**src/rtl/alu_probe_pkg.sv**
```systemverilog
// Shared command codes, display line map, line names and commit FSM states for alu_probe_bank.
// History-related entries are only used when ALU_PROBE_HISTORY_EN is defined.
package alu_probe_pkg;

    localparam int unsigned CMD_CTRL  = 0;
    localparam int unsigned CMD_SRC1  = 1;
    localparam int unsigned CMD_SRC2  = 2;
    localparam int unsigned CMD_EXEC  = 3;
    localparam int unsigned CMD_CLEAR = 4;

    localparam int unsigned LINE_SRC1      = 1;
    localparam int unsigned LINE_SRC2      = 2;
    localparam int unsigned LINE_CONTR     = 3;
    localparam int unsigned LINE_RESUL     = 4;
    localparam int unsigned LINE_COUNT     = 5;
    localparam int unsigned LINE_HIST_BASE = 6;

    localparam logic [39:0] NAME_SRC1  = "SRC_1";
    localparam logic [39:0] NAME_SRC2  = "SRC_2";
    localparam logic [39:0] NAME_CONTR = "CONTR";
    localparam logic [39:0] NAME_RESUL = "RESUL";
    localparam logic [39:0] NAME_COUNT = "COUNT";
    localparam logic [23:0] NAME_HIS   = "HIS";

    typedef enum logic [1:0] {
        StIdle,
        StSettle,
        StCommit
    } state_e;

    // Two ASCII decimal digits of a line index below 64.
    function automatic logic [15:0] dec2(input logic [5:0] k);
        logic [5:0] tens;
        logic [5:0] ones;
        tens = k / 6'd10;
        ones = k % 6'd10;
        return {8'h30 + {2'b00, tens}, 8'h30 + {2'b00, ones}};
    endfunction

endpackage

```
**src/rtl/alu_probe_history.sv**
```systemverilog
// Ring buffer of committed {control, result} snapshots with an age-indexed combinational read port.
// Age 0 is the newest entry; CLEAR resets pointer and count but leaves the RAM contents alone.
module alu_probe_history
    import alu_probe_pkg::*;
#(
    parameter int unsigned DATA_W     = 32,
    parameter int unsigned CTRL_W     = 4,
    parameter int unsigned HIST_DEPTH = 8,
    localparam int unsigned PTR_W     = $clog2(HIST_DEPTH),
    localparam int unsigned CNT_W     = PTR_W + 1
) (
    input  logic              clk,
    input  logic              reset,
    input  logic              clear,
    input  logic              wr_en,
    input  logic [CTRL_W-1:0] wr_ctrl,
    input  logic [DATA_W-1:0] wr_result,
    input  logic [PTR_W-1:0]  rd_age,
    output logic [CTRL_W-1:0] rd_ctrl,
    output logic [DATA_W-1:0] rd_result,
    output logic [CNT_W-1:0]  count
);

    logic [CTRL_W+DATA_W-1:0] mem [HIST_DEPTH];
    logic [PTR_W-1:0]         wr_ptr_q;
    logic [CNT_W-1:0]         count_q;
    logic [PTR_W-1:0]         rd_idx;

    always_ff @(posedge clk or posedge reset) begin
        if (reset) begin
            wr_ptr_q <= '0;
            count_q  <= '0;
        end else if (clear) begin
            wr_ptr_q <= '0;
            count_q  <= '0;
        end else if (wr_en) begin
            wr_ptr_q <= wr_ptr_q + PTR_W'(1);
            if (count_q != CNT_W'(HIST_DEPTH)) begin
                count_q <= count_q + CNT_W'(1);
            end
        end
    end

    always_ff @(posedge clk) begin
        if (wr_en && !clear) begin
            mem[wr_ptr_q] <= {wr_ctrl, wr_result};
        end
    end

    // Power-of-two depth makes the pointer arithmetic wrap naturally.
    assign rd_idx               = wr_ptr_q - PTR_W'(1) - rd_age;
    assign {rd_ctrl, rd_result} = mem[rd_idx];
    assign count                = count_q;

endmodule

```
**src/rtl/alu_probe_bank.sv**
```systemverilog
// ALU bring-up probe: operand/control registers loaded from the touch panel, registered LCD lines.
// Define ALU_PROBE_HISTORY_EN to add the EXEC/CLEAR commit FSM and the result history lines.
module alu_probe_bank
    import alu_probe_pkg::*;
#(
    parameter int unsigned DATA_W     = 32,
    parameter int unsigned CTRL_W     = 4,
    parameter int unsigned HIST_DEPTH = 8,
    parameter int unsigned SEL_W      = 3,
    localparam int unsigned CNT_W     = $clog2(HIST_DEPTH) + 1
) (
    input  logic              clk,
    input  logic              reset,
    input  logic [SEL_W-1:0]  input_sel,
    input  logic              input_valid,
    input  logic [31:0]       input_value,
    input  logic [5:0]        display_number,
    output logic              display_valid,
    output logic [39:0]       display_name,
    output logic [31:0]       display_value,
    output logic [CTRL_W-1:0] alu_control,
    output logic [DATA_W-1:0] alu_src1,
    output logic [DATA_W-1:0] alu_src2,
    input  logic [DATA_W-1:0] alu_result,
    output logic              busy,
    output logic [CNT_W-1:0]  hist_count
);

    logic [CTRL_W-1:0] ctrl_q;
    logic [DATA_W-1:0] src1_q, src2_q;
    logic              load_ok;
    logic              line_valid;
    logic [39:0]       line_name;
    logic [31:0]       line_value;

    // Loads are dropped while a commit is in flight so the snapshot stays consistent.
    assign load_ok = input_valid && !busy;

    always_ff @(posedge clk or posedge reset) begin
        if (reset) begin
            ctrl_q <= '0;
            src1_q <= '0;
            src2_q <= '0;
        end else if (load_ok) begin
            if (input_sel == SEL_W'(CMD_CTRL)) ctrl_q <= input_value[CTRL_W-1:0];
            if (input_sel == SEL_W'(CMD_SRC1)) src1_q <= input_value[DATA_W-1:0];
            if (input_sel == SEL_W'(CMD_SRC2)) src2_q <= input_value[DATA_W-1:0];
        end
    end

    assign alu_control = ctrl_q;
    assign alu_src1    = src1_q;
    assign alu_src2    = src2_q;

`ifdef ALU_PROBE_HISTORY_EN
    localparam int unsigned PTR_W = $clog2(HIST_DEPTH);

    state_e            state_q, state_d;
    logic              cmd_exec, cmd_clear, hist_wr;
    logic [5:0]        hist_k;
    logic [PTR_W-1:0]  hist_age;
    logic [DATA_W-1:0] hist_result;
    logic [CTRL_W-1:0] unused_hist_ctrl;

    assign cmd_exec  = input_valid && (input_sel == SEL_W'(CMD_EXEC));
    assign cmd_clear = input_valid && (input_sel == SEL_W'(CMD_CLEAR));

    always_ff @(posedge clk or posedge reset) begin
        if (reset) state_q <= StIdle;
        else       state_q <= state_d;
    end

    always_comb begin
        state_d = state_q;
        hist_wr = 1'b0;
        if (cmd_clear) begin
            state_d = StIdle;
        end else begin
            unique case (state_q)
                StIdle:   if (cmd_exec) state_d = StSettle;
                StSettle: state_d = StCommit;
                StCommit: begin
                    state_d = StIdle;
                    hist_wr = 1'b1;
                end
                default:  state_d = StIdle;
            endcase
        end
    end

    assign busy     = (state_q != StIdle);
    assign hist_k   = display_number - 6'(LINE_HIST_BASE);
    assign hist_age = hist_k[PTR_W-1:0];

    alu_probe_history #(
        .DATA_W     (DATA_W),
        .CTRL_W     (CTRL_W),
        .HIST_DEPTH (HIST_DEPTH)
    ) u_history (
        .clk       (clk),
        .reset     (reset),
        .clear     (cmd_clear),
        .wr_en     (hist_wr),
        .wr_ctrl   (ctrl_q),
        .wr_result (alu_result),
        .rd_age    (hist_age),
        .rd_ctrl   (unused_hist_ctrl),
        .rd_result (hist_result),
        .count     (hist_count)
    );
`else
    assign busy       = 1'b0;
    assign hist_count = '0;
`endif

    always_comb begin
        line_valid = 1'b0;
        line_name  = '0;
        line_value = '0;
        case (display_number)
            6'(LINE_SRC1): begin
                line_valid = 1'b1;
                line_name  = NAME_SRC1;
                line_value = 32'(src1_q);
            end
            6'(LINE_SRC2): begin
                line_valid = 1'b1;
                line_name  = NAME_SRC2;
                line_value = 32'(src2_q);
            end
            6'(LINE_CONTR): begin
                line_valid = 1'b1;
                line_name  = NAME_CONTR;
                line_value = 32'(ctrl_q);
            end
            6'(LINE_RESUL): begin
                line_valid = 1'b1;
                line_name  = NAME_RESUL;
                line_value = 32'(alu_result);
            end
`ifdef ALU_PROBE_HISTORY_EN
            6'(LINE_COUNT): begin
                line_valid = 1'b1;
                line_name  = NAME_COUNT;
                line_value = 32'(hist_count);
            end
            default: begin
                if (display_number >= 6'(LINE_HIST_BASE) && int'(hist_k) < int'(HIST_DEPTH)
                    && int'(hist_k) < int'(hist_count)) begin
                    line_valid = 1'b1;
                    line_name  = {NAME_HIS, dec2(hist_k)};
                    line_value = 32'(hist_result);
                end
            end
`else
            default: ;
`endif
        endcase
    end

    always_ff @(posedge clk or posedge reset) begin
        if (reset) begin
            display_valid <= 1'b0;
            display_name  <= '0;
            display_value <= '0;
        end else begin
            display_valid <= line_valid;
            display_name  <= line_name;
            display_value <= line_value;
        end
    end

endmodule
```
**config.mk**
```make
export PLATFORM = sky130hd
export DESIGN_NAME = alu_probe_bank
export DESIGN_NICKNAME = d
export VERILOG_FILES = /design/src/rtl/alu_probe_pkg.sv /design/src/rtl/alu_probe_history.sv /design/src/rtl/alu_probe_bank.sv
export SDC_FILE = /design/constraint.sdc
export NUM_CORES = 1
export LEC_CHECK = 0
export CAP_MARGIN = 20
export CORE_MARGIN = 3
export CORE_UTILIZATION = 41
export CTS_BUF_LIST = sky130_fd_sc_hd__clkbuf_16
export DETAILED_ROUTE_END_ITERATION = 8
export GPL_TIMING_DRIVEN = 0
export PLACE_DENSITY_LB_ADDON = 0.3
export SKIP_CTS_REPAIR_TIMING = 1
export SYNTH_ARGS = -nofsm -noshare
export SYNTH_HDL_FRONTEND = slang
export SYNTH_SLANG_ARGS = --single-unit
```
**constraint.sdc**
```tcl
create_clock -name clk -period 4.8 [get_ports clk]
set_clock_uncertainty 0.2 [all_clocks]
set_input_delay 0.48 -clock clk [delete_from_list [all_inputs] [get_ports clk]]
set_output_delay 0.48 -clock clk [all_outputs]
set_load 0.01 [all_outputs]
```
==> Implementation_results.wiki <==
{| class="wikitable"
! Metric !! Value
|-
| Clock Pin Slew Worst Setup and Hold Paths || approximately 70 ps
|-
| Routed Wire Length || between 10000 and 15000 µm
|-
| Starting density of the core || between 40% and 50%
|-
| CTS root buf || sky130_fd_sc_hd__clkbuf_16
|-
| Status || finished clean
|-
| Number of I/O pins || around 220
|-
| Area growth syn-to-layout || 54.9%
|-
| Unrepaired setup endpoints after global routing || no
|-
| Path category of the worst min-delay check || reg2reg
|-
| Routability congestion estimate from global placement || 0.820
|-
| Wl on met1 || 5180 µm
|-
| Number of max-slew violations in the final report || 0
|-
| Fin area || between 0.007 and 0.008 mm²
|-
| Fraction of layout cells with a size suffix above 1 || between 20% and 30%
|-
| Sequential fraction of the synthesis area || 58.7%
|-
| Detailed-routed wire length on met3 || between 1000 and 1500 µm
|-
| Vias after detailed routing || 3588
|-
| TritonCTS clock tree || done
|-
| Fin Hold WS || roughly 310 ps
|-
| Number of nets in the layout || 650
|-
| Final worst path period share || just over 50%
|-
| P_leak || 0.00307 µW
|-
| Data arrival time of the critical path || between 2000 and 2500 ps
|-
| Pin count of the biggest net entering global routing || 60
|-
| Number of library cell types mapped by synthesis || 27
|-
| Critical-path maximum fanout || 10
|-
| Top achievable clock speed || 411 MHz
|-
| Hold_sp || alu_src2[4]
|-
| Max-Cap Viols || 0
|-
| Starting DRC count in detailed routing || 131
|-
| Type of element capturing the critical path || flop
|-
| Type of the worst setup path || in2reg
|-
| Total cell area at the placement stage || between 0.006 and 0.007 mm²
|-
| Routed vias/inst || around 5.0
|-
| Final HPWL from detailed placement || ~10000 µm
|-
| Standard cell with the maximum stage delay on the critical path || sky130_fd_sc_hd__clkdlybuf4s50_1
|-
| Clk_lat worst skew || 340 ps
|-
| Count of buffers inserted at the top-level ports || approximately 210
|-
| CP most frequent cell || sky130_fd_sc_hd__clkbuf_1
|-
| DR WL/cell || ~19 µm
|-
| Number of buffers created by CTS || 9
|-
| Overall routing resource usage || 21.1%
|-
| First-pass GRT wire length || around 21000 µm
|-
| Worst Setup Slack post-DPL || ~2000 ps
|-
| Total of endpoints with negative setup slack in the final report || 0
|-
| Number of fill cells in the layout || between 800 and 900
|-
| Number of inserted diodes || 0
|-
| PD cells || around 340 mW/mm²
|-
| Largest voltage drop on the vdd net || ~0.17 mV
|-
| Final worst slack || 2370 ps
|-
| Leading cell type in the layout, fill and taps excluded || sky130_fd_sc_hd__clkdlybuf4s50_1
|-
| Clock sinks || 110
|-
| Number of rows created at floorplan || 38
|-
| Final-report hold violation count || 0
|-
| Syn Inst Count || roughly 340
|-
| Average cell area after synthesis || approximately 14 µm²
|-
| Netlist area before placement || 0.00469 mm²
|-
| Number of detailed-routing iterations run before antenna repair || 4
|-
| Highest-count cells in the layout ignoring fill and taps || 205 x sky130_fd_sc_hd__clkdlybuf4s50_1, 110 x sky130_fd_sc_hd__dfrtp_1, 63 x sky130_fd_sc_hd__mux2_2, 37 x sky130_fd_sc_hd__buf_4
|-
| Final min period || between 2000 and 2500 ps
|-
| Placeable Area || about 0.011 mm²
|-
| Sequential Area || approximately 0.0028 mm²
|-
| Via count of the first global-routing pass || roughly 3900
|-
| Die width || between 100 and 150 µm
|-
| Maximum cell stage delay along the critical path || 630 ps
|-
| DRC violations left || 0
|-
| Worst setup startpoint || display_number[0]
|-
| Die Y || 113 µm
|-
| Area used by multi-input combinational logic || 0.00158 mm²
|-
| Ordered list of cells on the worst path || clkdlybuf4s50_1, nor2b_1, clkbuf_1, clkbuf_1, a22oi_1, o2bb2ai_1
|-
| Floorplan die area || 0.0127 mm²
|-
| Worst-case clock buffer depth || 2
|-
| Transition time at the pin with the least slew margin || around 660 ps
|-
| Top layer in use || met4
|-
| Initial antenna violation count || 0
|-
| Kind of start point of the critical path || input port
|-
| Antenna-violating nets left || 0
|-
| Total congestion overflow || 0
|-
| Met2 WL || slightly below 7000 µm
|-
| Count of H-tree levels built during CTS || 3
|-
| #FFs+latches synth || 110
|-
| Required time of the worst setup path || 4850 ps
|-
| Start of the worst register-to-register path || alu_src1[3]
|-
| Worst rel slew slack || a little under three fifths
|-
| Synthesis warning total || 0
|}
==> routing by layer <==
metal  global-route usage [%]  vias to the layer above
met4                     6.25                        0
met1                     25.1                     1757
met2                     36.1                      147
li1                         -                     1665
met5                        0                        -
met3                     7.43                       19
==> path summary, 6_finish.rpt <==
path / end / slack [ps] / cells past startpoint
worst min register to register: display_value[4] / 310 / 1
worst max-delay path: display_value[24] / 2370 / 6
max in group asynchronous: display_value[30] / 3310 / 3
worst min-delay path: display_value[4] / 310 / 1
worst max register to register: display_value[3] / 3640 / 3
min in group asynchronous: alu_control[3] / 390 / 2
==> cell families (layout without fill, tap and decap cells) <==
family                 after synthesis  in the layout  synth area share (%)
AOI/OAI and AO/OA                   73             73                  12.1
buffers and inverters               62            284                  8.81
DFF                                110            110                  58.7
muxes                               69             69                  16.6
other                                1             16                0.0800
and+or+nand+nor                     26             26                  3.71
==> area by class of cell <==
cell class                 count  share of cell area, %
clock inverter                 6                  0.414
clock buffer                   9                   3.10
timing repair buffer         207                   28.7
inverter                       2                  0.138
sequential                   110                   37.9
multi-input combinational    184                   21.7
tap                          140                   2.41
buffer                        60                   5.58
==> power breakdown <==
group | switching [µW] | total [µW] | internal (µW) | leakage (µW)
Sequential | 108 | 1170 | 1060 | 0.00140
Clock | 316 | 659 | 343 | 0.000128
Combinational | 246 | 657 | 412 | 0.00154
==> cells in the mapped netlist <==
library cell	number	share of area (%)
sky130_fd_sc_hd__nand3b_1	1	0.16
sky130_fd_sc_hd__dfrtp_1	110	59
sky130_fd_sc_hd__or2_1	1	0.13
sky130_fd_sc_hd__nor2b_1	8	1.1
sky130_fd_sc_hd__a21oi_1	7	0.75
sky130_fd_sc_hd__nor4b_1	1	0.19
sky130_fd_sc_hd__buf_2	9	0.96
sky130_fd_sc_hd__mux2i_1	1	0.21
sky130_fd_sc_hd__o21ai_0	3	0.32
sky130_fd_sc_hd__o2bb2ai_1	28	5.2
sky130_fd_sc_hd__clkbuf_1	10	0.80
sky130_fd_sc_hd__nand2_1	2	0.16
sky130_fd_sc_hd__a22oi_1	28	4.5
sky130_fd_sc_hd__nor3b_1	2	0.32
sky130_fd_sc_hd__nor4bb_1	2	0.43
sky130_fd_sc_hd__buf_6	4	0.96
sky130_fd_sc_hd__conb_1	1	0.080
sky130_fd_sc_hd__nor3b_4	1	0.40
sky130_fd_sc_hd__a32oi_1	6	1.1
sky130_fd_sc_hd__mux2_2	63	15
sky130_fd_sc_hd__nor2_1	6	0.48
sky130_fd_sc_hd__inv_1	2	0.16
sky130_fd_sc_hd__nand2b_1	1	0.13
sky130_fd_sc_hd__or3_4	1	0.24
sky130_fd_sc_hd__mux2_1	5	1.2
sky130_fd_sc_hd__buf_4	37	5.9
sky130_fd_sc_hd__a22o_1	1	0.19
==> stage by stage <==
step	util, %	setup TNS, ps	instances	total power, µW
floorplan	-	0	356	1430
global placement	63.5	-30190	701	1820
detailed placement	63.7	0	702	1850
CTS	66.1	0	717	2500
global route	66.1	0	718	2610
finish	66.1	0	718	2480
==> flip-flops by register name, summed over array words and instances, names as in the netlist <==
register       flops
display_name       9
display_value     32
alu_src2          32
alu_src1          32
alu_control        4
display_valid      1
==> critical path, delay by kind of cell <==
family          cells  cell delay [ps]
buf+inv             3             1480
compound gates      2              360
simple gates        1              170
Note: power is estimated with default switching activity, not from simulation.
